$ cat src/rtl/voltage_to_dac_code_pkg.sv
// rtl/voltage_to_dac_code_pkg.sv - shared calibration constants, widths and FSM states
//
// Purpose: board calibration constants shared by the DAC (voltage -> code)
// and ADC (code -> voltage) paths so both directions stay consistent, plus
// the divider operand widths and the conversion state enum.
// Ports: none (package).
package voltage_cal_pkg;

    // Calibration constants, voltages in volts x100, factors in x100 fixed point.
    localparam int unsigned REF_VOLTAGE = 500;
    localparam int unsigned DAC_MAX     = 255;
    localparam int unsigned SCALE_BASE  = 100;
    localparam int unsigned SCALE_MIN   = 132;
    localparam int unsigned SCALE_MAX   = 133;
    localparam int unsigned V_MIN       = 100;
    localparam int unsigned V_MAX       = 500;

    // Divider operand widths and iteration count (one quotient bit per cycle).
    localparam int NUM_W     = 24;
    localparam int DEN_W     = 17;
    localparam int DIV_ITERS = NUM_W;

    typedef enum logic [1:0] {
        IDLE = 2'd0,
        PREP = 2'd1,
        DIV  = 2'd2,
        DONE = 2'd3
    } state_t;

endpackage

$ cat src/rtl/voltage_to_dac_code_if.sv
// rtl/voltage_to_dac_code_if.sv - request/result bundle for voltage_to_dac_code
//
// Purpose: groups the voltage request handshake and the DAC code result.
// Signals:
//   voltage_in [15:0] requested voltage, volts x100
//   in_valid          voltage_in is valid
//   in_ready          converter idle, request accepted on in_valid && in_ready
//   dac_code   [7:0]  calibrated DAC code, held until the next result
//   dac_valid         one-cycle strobe marking a new dac_code
//   clipped           last request was clamped to the reference voltage
// Modports: master drives the request, slave (the converter) drives results.
interface voltage_to_dac_code_if;
    logic [15:0] voltage_in;
    logic        in_valid;
    logic        in_ready;
    logic [7:0]  dac_code;
    logic        dac_valid;
    logic        clipped;

    modport master (
        output voltage_in, in_valid,
        input  in_ready, dac_code, dac_valid, clipped
    );

    modport slave (
        input  voltage_in, in_valid,
        output in_ready, dac_code, dac_valid, clipped
    );
endinterface

$ cat src/rtl/seq_divider.sv
// rtl/seq_divider.sv - unsigned restoring divider, one quotient bit per cycle
//
// Purpose: computes i_dividend / i_divisor (24-bit / 17-bit) over 24 cycles.
// The first iteration is performed on the i_start edge itself, so o_done is
// high for one cycle starting 23 edges after the start edge, with
// o_quotient stable from then until the next start.
// Ports:
//   clk, rst    clock, synchronous active-high reset
//   i_start     load operands and begin (restarts an ongoing division)
//   i_dividend  24-bit numerator
//   i_divisor   17-bit denominator, must be non-zero
//   o_quotient  24-bit quotient
//   o_done      one-cycle completion strobe
module seq_divider
    import voltage_cal_pkg::*;
(
    input  logic             clk,
    input  logic             rst,
    input  logic             i_start,
    input  logic [NUM_W-1:0] i_dividend,
    input  logic [DEN_W-1:0] i_divisor,
    output logic [NUM_W-1:0] o_quotient,
    output logic             o_done
);

    logic [DEN_W-1:0] r_rem;
    logic [NUM_W-1:0] r_quo;   // dividend bits shift out the top, quotient bits in the bottom
    logic [DEN_W-1:0] r_den;
    logic [4:0]       r_cnt;
    logic             r_busy;
    logic             r_done;

    logic [DEN_W-1:0] w_rem_in;
    logic [NUM_W-1:0] w_quo_in;
    logic [DEN_W-1:0] w_den_in;
    logic [DEN_W:0]   w_shift;
    logic             w_fits;
    logic [DEN_W-1:0] w_rem_next;
    logic [NUM_W-1:0] w_quo_next;

    // On start the step works on the fresh operands so no cycle is spent loading.
    assign w_rem_in   = i_start ? '0 : r_rem;
    assign w_quo_in   = i_start ? i_dividend : r_quo;
    assign w_den_in   = i_start ? i_divisor : r_den;

    assign w_shift    = {w_rem_in, w_quo_in[NUM_W-1]};
    assign w_fits     = (w_shift >= {1'b0, w_den_in});
    // When the divisor fits, the difference is below the divisor and fits DEN_W bits.
    assign w_rem_next = w_fits ? DEN_W'(w_shift - {1'b0, w_den_in}) : w_shift[DEN_W-1:0];
    assign w_quo_next = {w_quo_in[NUM_W-2:0], w_fits};

    always_ff @(posedge clk) begin
        if (rst) begin
            r_rem  <= '0;
            r_quo  <= '0;
            r_den  <= '0;
            r_cnt  <= '0;
            r_busy <= 1'b0;
            r_done <= 1'b0;
        end else begin
            r_done <= 1'b0;
            if (i_start) begin
                r_rem  <= w_rem_next;
                r_quo  <= w_quo_next;
                r_den  <= i_divisor;
                r_cnt  <= 5'(DIV_ITERS - 1);
                r_busy <= 1'b1;
            end else if (r_busy) begin
                r_rem <= w_rem_next;
                r_quo <= w_quo_next;
                r_cnt <= r_cnt - 5'd1;
                if (r_cnt == 5'd1) begin
                    r_busy <= 1'b0;
                    r_done <= 1'b1;
                end
            end
        end
    end

    assign o_quotient = r_quo;
    assign o_done     = r_done;

endmodule

$ cat src/rtl/voltage_to_dac_code.sv
// rtl/voltage_to_dac_code.sv - calibrated voltage to PCF8591 DAC code converter
//
// Purpose: clamps the requested voltage to the reference, applies the inverse
// of the board calibration (interpolated scale factor) and divides with
// round-half-up to produce the 8-bit DAC code. One conversion every 27 cycles.
// Ports:
//   clk  system clock
//   rst  synchronous active-high reset, aborts any conversion in flight
//   bus  voltage_to_dac_code_if.slave: voltage_in/in_valid/in_ready request,
//        dac_code/dac_valid/clipped result
module voltage_to_dac_code #(
    parameter int unsigned REF_VOLTAGE = voltage_cal_pkg::REF_VOLTAGE,
    parameter int unsigned DAC_MAX     = voltage_cal_pkg::DAC_MAX,
    parameter int unsigned SCALE_BASE  = voltage_cal_pkg::SCALE_BASE,
    parameter int unsigned SCALE_MIN   = voltage_cal_pkg::SCALE_MIN,
    parameter int unsigned SCALE_MAX   = voltage_cal_pkg::SCALE_MAX,
    parameter int unsigned V_MIN       = voltage_cal_pkg::V_MIN,
    parameter int unsigned V_MAX       = voltage_cal_pkg::V_MAX
) (
    input  logic                   clk,
    input  logic                   rst,
    voltage_to_dac_code_if.slave   bus
);
    import voltage_cal_pkg::*;

    state_t           r_state;
    state_t           w_next;

    logic [15:0]      r_v;          // clamped request
    logic             r_clip_pend;  // clip flag of the conversion in flight
    logic [7:0]       r_dac_code;
    logic             r_dac_valid;
    logic             r_clipped;

    logic             w_accept;
    logic             w_over;
    logic [31:0]      w_v32;
    logic [31:0]      w_scale;
    logic [DEN_W-1:0] w_den;
    logic [NUM_W-1:0] w_num;
    logic [NUM_W-1:0] w_quotient;
    logic             w_div_done;
    logic [7:0]       w_code;

    assign w_accept = bus.in_valid && (r_state == IDLE);
    assign w_over   = ({16'd0, bus.voltage_in} > REF_VOLTAGE);

    // Calibration factor, linearly interpolated between V_MIN and V_MAX (truncating).
    assign w_v32 = {16'd0, r_v};
    always_comb begin
        w_scale = SCALE_MIN;
        if (w_v32 >= V_MAX) begin
            w_scale = SCALE_MAX;
        end else if (w_v32 > V_MIN) begin
            w_scale = SCALE_MIN + ((w_v32 - V_MIN) * (SCALE_MAX - SCALE_MIN)) / (V_MAX - V_MIN);
        end
    end

    // Adding half the divisor turns the truncating divide into round-half-up.
    assign w_den = DEN_W'(w_scale * REF_VOLTAGE);
    assign w_num = NUM_W'(w_v32 * SCALE_BASE * DAC_MAX + (32'(w_den) >> 1));

    seq_divider u_div (
        .clk        (clk),
        .rst        (rst),
        .i_start    (r_state == PREP),
        .i_dividend (w_num),
        .i_divisor  (w_den),
        .o_quotient (w_quotient),
        .o_done     (w_div_done)
    );

    assign w_code = (w_quotient > NUM_W'(DAC_MAX)) ? 8'(DAC_MAX) : w_quotient[7:0];

    always_ff @(posedge clk) begin
        if (rst) begin
            r_state <= IDLE;
        end else begin
            r_state <= w_next;
        end
    end

    always_comb begin
        w_next = r_state;
        case (r_state)
            IDLE:    if (w_accept) w_next = PREP;
            PREP:    w_next = DIV;
            DIV:     if (w_div_done) w_next = DONE;
            DONE:    w_next = IDLE;
            default: w_next = IDLE;
        endcase
    end

    always_ff @(posedge clk) begin
        if (rst) begin
            r_v         <= '0;
            r_clip_pend <= 1'b0;
            r_dac_code  <= '0;
            r_dac_valid <= 1'b0;
            r_clipped   <= 1'b0;
        end else begin
            r_dac_valid <= 1'b0;
            if (w_accept) begin
                r_v         <= w_over ? 16'(REF_VOLTAGE) : bus.voltage_in;
                r_clip_pend <= w_over;
            end
            if (r_state == DONE) begin
                r_dac_code  <= w_code;
                r_clipped   <= r_clip_pend;
                r_dac_valid <= 1'b1;
            end
        end
    end

    assign bus.in_ready  = (r_state == IDLE);
    assign bus.dac_code  = r_dac_code;
    assign bus.dac_valid = r_dac_valid;
    assign bus.clipped   = r_clipped;

endmodule

$ cat src/flat_wrapper.sv
// flat-port wrapper written by rule: the top's interface ports become plain ports
module voltage_to_dac_code_flat import voltage_cal_pkg::*;
#(
    parameter int unsigned REF_VOLTAGE = voltage_cal_pkg::REF_VOLTAGE,
    parameter int unsigned DAC_MAX     = voltage_cal_pkg::DAC_MAX,
    parameter int unsigned SCALE_BASE  = voltage_cal_pkg::SCALE_BASE,
    parameter int unsigned SCALE_MIN   = voltage_cal_pkg::SCALE_MIN,
    parameter int unsigned SCALE_MAX   = voltage_cal_pkg::SCALE_MAX,
    parameter int unsigned V_MIN       = voltage_cal_pkg::V_MIN,
    parameter int unsigned V_MAX       = voltage_cal_pkg::V_MAX
)
  (clk, rst, bus_voltage_in, bus_in_valid, bus_in_ready, bus_dac_code, bus_dac_valid, bus_clipped);
  voltage_to_dac_code_if bus_i ();
  input  logic clk;
  input  logic rst;
  input wire logic [$bits(bus_i.voltage_in)-1:0] bus_voltage_in;
  input wire logic [$bits(bus_i.in_valid)-1:0] bus_in_valid;
  output wire logic [$bits(bus_i.in_ready)-1:0] bus_in_ready;
  output wire logic [$bits(bus_i.dac_code)-1:0] bus_dac_code;
  output wire logic [$bits(bus_i.dac_valid)-1:0] bus_dac_valid;
  output wire logic [$bits(bus_i.clipped)-1:0] bus_clipped;
  assign bus_i.voltage_in = bus_voltage_in;
  assign bus_i.in_valid = bus_in_valid;
  assign bus_in_ready = bus_i.in_ready;
  assign bus_dac_code = bus_i.dac_code;
  assign bus_dac_valid = bus_i.dac_valid;
  assign bus_clipped = bus_i.clipped;
  voltage_to_dac_code #(.REF_VOLTAGE(REF_VOLTAGE), .DAC_MAX(DAC_MAX), .SCALE_BASE(SCALE_BASE), .SCALE_MIN(SCALE_MIN), .SCALE_MAX(SCALE_MAX), .V_MIN(V_MIN), .V_MAX(V_MAX)) u_core (.clk(clk), .rst(rst), .bus(bus_i));
endmodule
$ cat config.mk
export PLATFORM = sky130hd
export DESIGN_NAME = voltage_to_dac_code_flat
export DESIGN_NICKNAME = d
export VERILOG_FILES = /design/src/rtl/voltage_to_dac_code_pkg.sv /design/src/rtl/voltage_to_dac_code_if.sv /design/src/rtl/seq_divider.sv /design/src/rtl/voltage_to_dac_code.sv /design/src/flat_wrapper.sv
export SDC_FILE = /design/constraint.sdc
export NUM_CORES = 1
export LEC_CHECK = 0
export ABC_AREA = 0
export CAP_MARGIN = 15
export CORE_AREA = 2 2 195 197
export DETAILED_ROUTE_END_ITERATION = 10
export DIE_AREA = 0 0 197 199
export GPL_TIMING_DRIVEN = 0
export PLACE_DENSITY = 0.66
export SYNTH_ARGS = -nofsm -noshare
export SYNTH_HDL_FRONTEND = slang
export SYNTH_SLANG_ARGS = --single-unit
$ cat constraint.sdc
create_clock -name clk -period 24.5 [get_ports clk]
set_clock_uncertainty 0.2 [all_clocks]
set_input_delay 6.125 -clock clk [delete_from_list [all_inputs] [get_ports clk]]
set_output_delay 6.125 -clock clk [all_outputs]
set_load 0.01 [all_outputs]
### Word level (Yosys, flattened, before mapping)

Index checks and enable logic that the tools add are counted.

* add/sub/neg operators: 5
* div/mod/pow operators: 1
* reduce and logical (&&, ||, !) cells: 6
* bitwise operators: 1
* $lt $le $gt $ge: 5
* equal/unequal tests: 6
* multipliers: 3
* multiplexer cells: 22

Operators by type and width (number)
* 17-bit 2-to-1 mux: 5
* 24-bit 2-to-1 mux: 3
* 32-bit 2-to-1 mux: 2
* 8-bit by 32-bit adder with 32-bit output (first input constant): 1
* 32-bit by 9-bit divider with 32-bit output (second input constant): 1
* 32-bit by 7-bit multiplier with 15-bit output (second input constant): 1
* 30-bit by 8-bit multiplier with 22-bit output (second input constant): 1
* 24-bit by 16-bit adder with 24-bit output: 1
* 24-bit by 8-bit greater-than comparator with 1-bit output (second input constant): 1
* 16-bit by 5-bit multiplier with 21-bit output (second input constant): 1
* 18-bit by 17-bit >= comparator with 1-bit output: 1
* 16-bit by 7-bit subtractor with 17-bit output (second input constant): 1
* 17-bit subtractor: 1
* 16-bit by 9-bit >= comparator with 1-bit output (second input constant): 1
* 16-bit by 7-bit greater-than comparator with 1-bit output (second input constant): 1
* 16-bit by 9-bit greater-than comparator with 1-bit output (second input constant): 1
* 16-bit 2-to-1 mux: 1
* 5-bit 2-to-1 mux: 2
* 8-bit 2-to-1 mux: 1
* 2-bit one-hot mux with 4 select lines: 1
* 5-bit by 1-bit equality test with 1-bit output (second input constant): 1
* 1-bit 2-to-1 mux: 5
* 5-bit by 1-bit subtractor with 5-bit output (second input constant): 1
* 2-bit equality test (second input constant): 2
* 11 further kinds: 12

* bits in registers: 94
* input port bits: 19

### Longest topological paths before layout

Gate-level depths: netlist of the first run.

* depth in word-level cells: 12
* mapped depth: 93
* gate-level depth less buffers: 86

### By module

A second synthesis of the first run with hierarchy kept.

* cell total of the unflattened synthesis: 1663
* area, all modules: 14101.0 um^2

By module, submodules not included
* voltage_to_dac_code: cells an instance 1188, times used 1, area an instance 10159.7 um^2
* seq_divider: cells an instance 475, times used 1, area an instance 3941.3 um^2

### Worst setup path after synthesis of the first run

No wires, ideal clock.

* path type: register to register
* start point: register u_core.r_v[10]
* end point: register u_core.u_div.r_rem[10]
* stages on the path, launching flop included: 86
* buffers on the path: 7
* arrival time: 18818 ps
* period minus slack after synthesis: 19150 ps
* data required time: 24168 ps
* slack: 5350 ps
* cell sequence: dfxtp_1 clkinv_1 ha_1 nor2b_1 o21a_1 or3_1 buf_2 or4_4 a21o_1 xnor2_1 o41ai_4 xor2_2 o41a_2 a21oi_2 a211o_1 mux2i_4 nand4b_4 a21o_1 [50 not listed] inv_1 fa_1 a21o_1 a21oi_1 o21ai_0 nor2_1 o21ai_0 a21o_1 a21oi_1 nor2b_1 o21a_1 o21ai_0 and2_1 clkbuf_1 clkbuf_1 nor2_1 a211oi_1 nor3_1

* word-level cells in the longest chain between the ends: 12
* elaborated cells on any way between the ends: 18

Ends and longest elaborated chain
* start: declaration: line voltage_to_dac_code.sv:29 `logic [15:0] r_v;`
* start signal: assignment: line voltage_to_dac_code.sv:104 `r_v <= w_over ? 16'(REF_VOLTAGE) : bus.voltage_in;`
* 16-bit by 7-bit subtractor with 17-bit output: line voltage_to_dac_code.sv:55 `w_scale = SCALE_MIN + ((w_v32 - V_MIN) * (SCALE_MAX - SCALE_MIN)) / (V_MAX - V_MIN);`
* 32-bit by 9-bit divider with 32-bit output: line voltage_to_dac_code.sv:55
* 8-bit by 32-bit adder with 32-bit output: line voltage_to_dac_code.sv:55
* 32-bit 2-to-1 mux: line voltage_to_dac_code.sv:54 `end else if (w_v32 > V_MIN) begin`
* 32-bit 2-to-1 mux: line voltage_to_dac_code.sv:52 `if (w_v32 >= V_MAX) begin`
* 32-bit by 7-bit multiplier with 15-bit output: line voltage_to_dac_code.sv:60 `assign w_den = DEN_W'(w_scale * REF_VOLTAGE);`
* 24-bit by 16-bit adder with 24-bit output: line voltage_to_dac_code.sv:61 `assign w_num = NUM_W'(w_v32 * SCALE_BASE * DAC_MAX + (32'(w_den) >> 1));`
* 24-bit 2-to-1 mux: line seq_divider.sv:43 `assign w_quo_in = i_start ? i_dividend : r_quo;`
* 17-bit subtractor / 18-bit by 17-bit >= comparator with 1-bit output (equally long branches): line seq_divider.sv:49, seq_divider.sv:47
* 17-bit 2-to-1 mux *: line seq_divider.sv:49 `assign w_rem_next = w_fits ? DEN_W'(w_shift - {1'b0, w_den_in}) : w_shift[DEN_W-1:0];`
* 17-bit 2-to-1 mux: line seq_divider.sv:68 `end else if (r_busy) begin`
* 17-bit 2-to-1 mux *: line seq_divider.sv:62 `if (i_start) begin`
* end signal: assignment: line seq_divider.sv:63 `r_rem <= w_rem_next;`
* end signal: assignment: line seq_divider.sv:69 `r_rem <= w_rem_next;`
* end: declaration: line seq_divider.sv:26 `logic [DEN_W-1:0] r_rem;`

Mark *: on every way between the ends. The rest lies on a longest branch, timed or not. The select of a mux whose other input is x is not followed.
A chain may end at the register's enable or synchronous reset.

### Worst setup path in the final report of the first run

* start point: register u_core.r_v[2]
* end point: register u_core.u_div.r_rem[4]

The elaborated chain is that of the path after synthesis.

==> flow_summary_export.csv, run 1 <==
group,metric,value,unit
timing,setup_tns,0,ps
grt,antenna_found_initial,0,
finish,n_antenna_cell,0,
synthesis,synth_warnings,0,
setup_path,crit_fanout,12,
synthesis,netlist_instances,2005,
timing,period_needed,22880,ps
finish,regArea,1880,um^2
floorplanning,start_util,0.442,
drt,drc,0,
grt,grt_max_degree,18,
floorplanning,rows,71,
timing,worst_pin_slew,1120,ps
floorplanning,dieWidth,197,um
cts,cts_made_buffers,9,
drt,viasPerCell,5.84,
drt,drt.antenna.violating_nets,0,
cts,cts_tree,"built",
timing,min_period_over_period,0.934,
timing,setup_viol,0,
finish,filler_cell_count,3643,
cts,clockBufferDepth,2,
finish,fin_nets,2363,
place,portBuffers,28,
drt,drt_first_pass_iters,5,
synthesis,netlist_area,16400,um^2
finish,layout_commonest_cell,"inv_1",
cts,clock_latency,360,ps
place,dpl.hpwl,36400,um
drt,drt_iter0_drc,979,
grt,grt_pass1_vias,14100,
synthesis,synth.yosys.seq_area_share,0.115,
drt,wl,44100,um
synthesis,ys_types,115,
finish,syn2layout_area_growth,8.10,%
setup_path,path_common_cell,"inv_1",
setup_path,path_class,"flip-flop to flip-flop",
timing,max_freq,43.7,MHz
timing,slew_headroom,0.250,
grt,track_usage,0.227,
place,gp_routability_congestion,0.920,
setup_path,critPathArrivalTime,22900,ps
flow_run,cap_violations,0,
status,status,"finished clean",
floorplanning,coreArea,37100,um^2
timing,hold_slack,266,ps
synthesis,synth_nets,2321,
setup_path,critPathCaptureType,"flip-flop",
floorplanning,dieArea,39200,um^2
cts,cts_htree_levels,3,
cts,clkSlewWorstSetupHoldPaths,80,ps
floorplanning,die_h,199,um
setup_path,critPathMaxStageDelay,540,ps
finish,final_cell_mix,"inv_1, ha_1, nor2_1, fa_1, xnor2_1",
grt,overflow,0,
finish,drive_gt1_frac,0.0595,
floorplanning,pin_count,30,
cts,cts.sinks,94,
setup_path,slowest_stage,"fa_1",
cts,root_buffer,"clkbuf_16",
worst_hold_path,hp-class,"flip-flop to flip-flop",
synthesis,synth_ff_type,"dfxtp_1",
timing,slew_violations,0,
drt,wl_per_cell,17.5,um
timing,rsz0062_at_grt,"no",
synthesis,synth.avg_cell_area,8.19,um^2
setup_path,start_kind,"flip-flop",
finish,multi_input_comb_area,13300,um^2
drt,vias,14700,
finish,utilization,0.478,
grt,grt_pass1_wl,72800,um
synthesis,async_flop_share,0,
cts,cts_hold_buf,0,
synthesis,synth_edf_count,0,
synthesis,synth_seq_cells,94,
timing,hold_violations,0,
setup_path,crit_required,24520,ps
-- metal layers --
metal / wire length [um] / GRT usage / share of wire / vias to the layer above
met3: 1790 / 0.0188 / 0.040 / 54
li1: - / - / - / 7127
met1: 20900 / 0.321 / 0.47 / 7227
met5: 0 / 0 / 0 / -
met2: 20600 / 0.379 / 0.47 / 340
met4: 812 / 0.0515 / 0.018 / 0
-- worst max-delay path, delay by kind of cell, from the launching register on --
kind | cells | cell delay [ps]
simple gates | 16 | 3670
mux | 3 | 1060
buf+inv | 14 | 2560
xor+xnor | 3 | 750
flops | 1 | 520
fa+ha+maj | 9 | 3630
compound gates | 40 | 10280
-- cell type report --
class                           instances  share of cell area
Tap cell                              474              0.0334
Timing Repair Buffer                   32              0.0175
Inverter                              273              0.0583
Sequential cell                        94               0.106
Clock buffer                            9              0.0127
Buffer                                 54              0.0137
Multi-Input combinational cell       1583               0.751
Clock inverter                          7             0.00726
-- cell usage after synthesis (all sizes together) (6+ instances only) --
| cell type | n | area share |
|---|---|---|
| ha | 167 | 0.13 |
| a2111oi | 6 | 0.0051 |
| or2 | 8 | 0.0030 |
| nand2 | 108 | 0.025 |
| o2111ai | 6 | 0.0032 |
| a22oi | 9 | 0.0041 |
| nand2b | 8 | 0.0035 |
| a21oi | 121 | 0.039 |
| clkbuf | 34 | 0.0078 |
| o31ai | 11 | 0.0065 |
| o221a | 6 | 0.0041 |
| o21bai | 43 | 0.020 |
| o22ai | 13 | 0.0053 |
| a31oi | 19 | 0.0081 |
| xor2 | 38 | 0.022 |
| and3 | 13 | 0.0050 |
| a221oi | 7 | 0.0037 |
| and2 | 20 | 0.0076 |
| o311ai | 8 | 0.0047 |
| o211ai | 14 | 0.0064 |
| nand3 | 42 | 0.013 |
| nor2 | 164 | 0.038 |
| fa | 130 | 0.16 |
| o21ai | 61 | 0.019 |
| nand4 | 21 | 0.0080 |
| dfxtp | 94 | 0.11 |
| nor3 | 63 | 0.020 |
| nor4 | 26 | 0.012 |
| a21o | 33 | 0.015 |
| o21a | 10 | 0.0046 |
| or4 | 7 | 0.0034 |
| o211a | 10 | 0.0061 |
| inv | 270 | 0.062 |
| mux2i | 46 | 0.029 |
| a211oi | 63 | 0.031 |
| buf | 21 | 0.0072 |
| o31a | 9 | 0.0048 |
| nor2b | 41 | 0.016 |
| xnor2 | 129 | 0.069 |
| a211o | 7 | 0.0037 |
| or3 | 13 | 0.0050 |
-- logic make-up (layout without fill, tap and decap cells) --
kind of cell / after synthesis / in the layout / share of synthesized area
AO/OA/AOI/OAI: 512 / 512 / 0.228
XOR/XNOR: 167 / 167 / 0.0909
adder cells (fa/ha/maj): 297 / 297 / 0.286
buffers and inverters: 328 / 375 / 0.0775
flip-flops: 94 / 94 / 0.115
multiplexers: 51 / 51 / 0.0322
other: 1 / 1 / 0.000228
AND/OR/NAND/NOR: 555 / 555 / 0.171
-- registers in the layout, summed over array words and instances, names as in the netlist --
register / count
u_core.u_div.r_rem: 17
u_core.u_div.r_busy: 1
u_core.bus.clipped: 1
u_core.bus.dac_code: 8
u_core.u_div.r_cnt: 5
u_core.r_clip_pend: 1
u_core.u_div.r_den: 17
u_core.u_div.o_quotient: 24
u_core.u_div.o_done: 1
u_core.r_state: 2
u_core.r_v: 16
u_core.bus.dac_valid: 1
-- path summary, 6_finish.rpt --
kind | endpoint | cells past startpoint | from | slack [ps]
worst max-delay path | u_core.u_div.r_rem[4] | 85 | u_core.r_v[2] | 1620
worst min-delay path | u_core.u_div.r_rem[16] | 2 | u_core.u_div.r_rem[16] | 270
worst max register to register | u_core.u_div.r_rem[4] | 85 | u_core.r_v[2] | 1620
worst min register to register | u_core.u_div.r_rem[16] | 2 | u_core.u_div.r_rem[16] | 270
-- per-stage QoR --
| stage | std cells | instance area [um^2] | worst slack, ps |
|---|---|---|---|
| 2_1_floorplan | 2005 | 16400 | 5350 |
| 3_3_place_gp | 2507 | 17300 | 1040 |
| 3_5_place_dp | 2508 | 17300 | 982 |
| 4_1_cts | 2524 | 17700 | 937 |
| 5_1_grt | 2526 | 17800 | 121 |
| 6_report | 2526 | 17800 | 1620 |
-- timing repair --
action | CTS | global route
gates resized for setup | 0 | 18
setup endpoints to repair | 0 | 17
buffers inserted | 0 | 1
Power of run 1 is left out: the tool's default activity adds up to more than one toggle a clock period on the data nets, which glitch-free logic cannot reach.
==> inputs of run 2 (changes only) <==
--- a/config.mk
+++ b/config.mk
@@ -12,6 +12,7 @@
 export DIE_AREA = 0 0 197 199
 export GPL_TIMING_DRIVEN = 0
 export PLACE_DENSITY = 0.66
+export SLEW_MARGIN = 20
 export SYNTH_ARGS = -nofsm -noshare
 export SYNTH_HDL_FRONTEND = slang
 export SYNTH_SLANG_ARGS = --single-unit
==> run 2 against run 1 <==
Net effect: first-iteration DRC count up 6.5%; sequential share of layout area about the same; flip-flop and latch count unchanged; core utilization shrank 0.22 points; global-route usage hardly changed; hold slack gained 4.2 ps; count of clock-buffer cells in the layout stayed put; die area unchanged; critical path depth fell by 2; worst setup slack worse by 140 ps; critical endpoint is now u_core.u_div.r_rem[10]; highest routed layer unchanged.
==> flow_summary_export.csv, run 2 (synthesis results as in run 1) <==
group,metric,value,unit
drt,drc,0,
finish,syn2layout_area_growth,7.61,%
cts,clockBufferDepth,2,
drt,vias,14800,
floorplanning,dieWidth,197,um
floorplanning,start_util,0.442,
timing,max_freq,43.4,MHz
timing,setup_tns,0,ps
setup_path,crit_fanout,12,
timing,setup_viol,0,
grt,antenna_found_initial,1,
timing,slew_headroom,0.210,
place,dpl.hpwl,36500,um
cts,cts_htree_levels,3,
grt,grt_max_degree,19,
timing,worst_pin_slew,1180,ps
floorplanning,rows,71,
finish,largest_reg_flops,24,
drt,viasPerCell,5.86,
finish,fin_nets,2359,
setup_path,critPathArrivalTime,23040,ps
cts,clkSlewWorstSetupHoldPaths,80,ps
drt,wl_per_cell,17.4,um
setup_path,critPathCaptureType,"flip-flop",
timing,period_needed,23020,ps
finish,drive_gt1_frac,0.0576,
cts,cts_tree,"built",
grt,grt_pass1_vias,14200,
place,gp_routability_congestion,0.920,
finish,filler_cell_count,3651,
finish,utilization,0.476,
drt,wl,44000,um
setup_path,path_common_cell,"a21oi_1",
timing,hold_violations,0,
cts,cts_made_buffers,9,
timing,rsz0062_at_grt,"no",
place,dp_slack,903,ps
place,portBuffers,28,
drt,drt_iter0_drc,1043,
setup_path,critPathMaxStageDelay,570,ps
grt,overflow,0,
timing,slew_violations,0,
cts,cts.sinks,94,
floorplanning,coreArea,37100,um^2
cts,clock_latency,360,ps
drt,drt_first_pass_iters,6,
place,dp.cells,2507,
cts,root_buffer,"clkbuf_16",
grt,track_usage,0.228,
flow_run,cap_violations,0,
status,status,"finished clean",
setup_path,start_kind,"flip-flop",
floorplanning,die_h,199,um
finish,layout_commonest_cell,"inv_1",
worst_hold_path,hp-class,"flip-flop to flip-flop",
floorplanning,dieArea,39200,um^2
finish,final_cell_mix,"inv_1, ha_1, nor2_1, fa_1, xnor2_1",
finish,instances_no_fill,2523,
drt,drt.antenna.violating_nets,0,
cts,post_cts_buffers,0,
setup_path,slowest_stage,"o41a_2",
floorplanning,pin_count,30,
grt,grt_pass1_wl,72800,um
timing,min_period_over_period,0.939,
timing,setup_ws,1480,ps
setup_path,crit_required,24520,ps
setup_path,path_class,"flip-flop to flip-flop",
[run 2: changes by cell type in the layout (fill, tap and decap cells not counted), sizes merged]
cell / previous run / this run
bufinv: 3 / 1
dlymetal6s2s: 1 / 0
buf: 23 / 21
clkinv: 1 / 3
inv: 273 / 274
diode: 0 / 1
clkbuf: 43 / 42
clkinvlp: 3 / 2
[run 2: metrics by stage]
stage / hold WS, ps / instance area (um^2)
finish: 270 / 17700
global route: 297 / 17700
CTS: 267 / 17600
detailed placement: 249 / 17300
global placement: 235 / 17300
floorplan: 221 / 16400
[run 2: worst paths after layout]
check	endpoint	slack, ps	depth (start not counted)	startpoint
min	u_core.u_div.r_den[1]	270	1	u_core.u_div.r_den[1]
max	u_core.u_div.r_rem[10]	1480	83	u_core.r_v[2]
max reg2reg	u_core.u_div.r_rem[10]	1480	83	u_core.r_v[2]
min reg2reg	u_core.u_div.r_den[1]	270	1	u_core.u_div.r_den[1]
[run 2: area by class of cell]
| cell class | instances | area, um^2 | area share |
|---|---|---|---|
| sequential | 94 | 1880 | 0.107 |
| tap | 474 | 593 | 0.0335 |
| clock inverter | 7 | 88.8 | 0.00503 |
| inverter | 273 | 1030 | 0.0583 |
| clock buffer | 9 | 225 | 0.0127 |
| timing repair buffer | 28 | 280 | 0.0159 |
| buffer | 54 | 244 | 0.0138 |
| multi-input combinational | 1583 | 13300 | 0.754 |
| antenna | 1 | 2.50 | 0.000142 |
[run 2: routing by layer]
layer  GRT usage  up-vias  wire (um)
li1            -     7127          -
met1       0.324     7243      20600
met2       0.378      377      20600
met3      0.0156       45       1990
met4      0.0521        0        806
met5           0        -          0
[run 2: repair_timing]
item                       CTS  global route
resized for setup            0            14
setup endpoints to repair    0            17
hold buffers                 0             0
[run 2: worst max-delay path: cells and delay by family, from the launching register on]
kind	cells	cell delay [ps]
compound gates	37	10680
simple gates	19	3980
fa+ha+maj	9	3640
buf+inv	12	2110
xor+xnor	4	950
mux	2	730
flops	1	520
Power of run 2 is left out for the same reason.
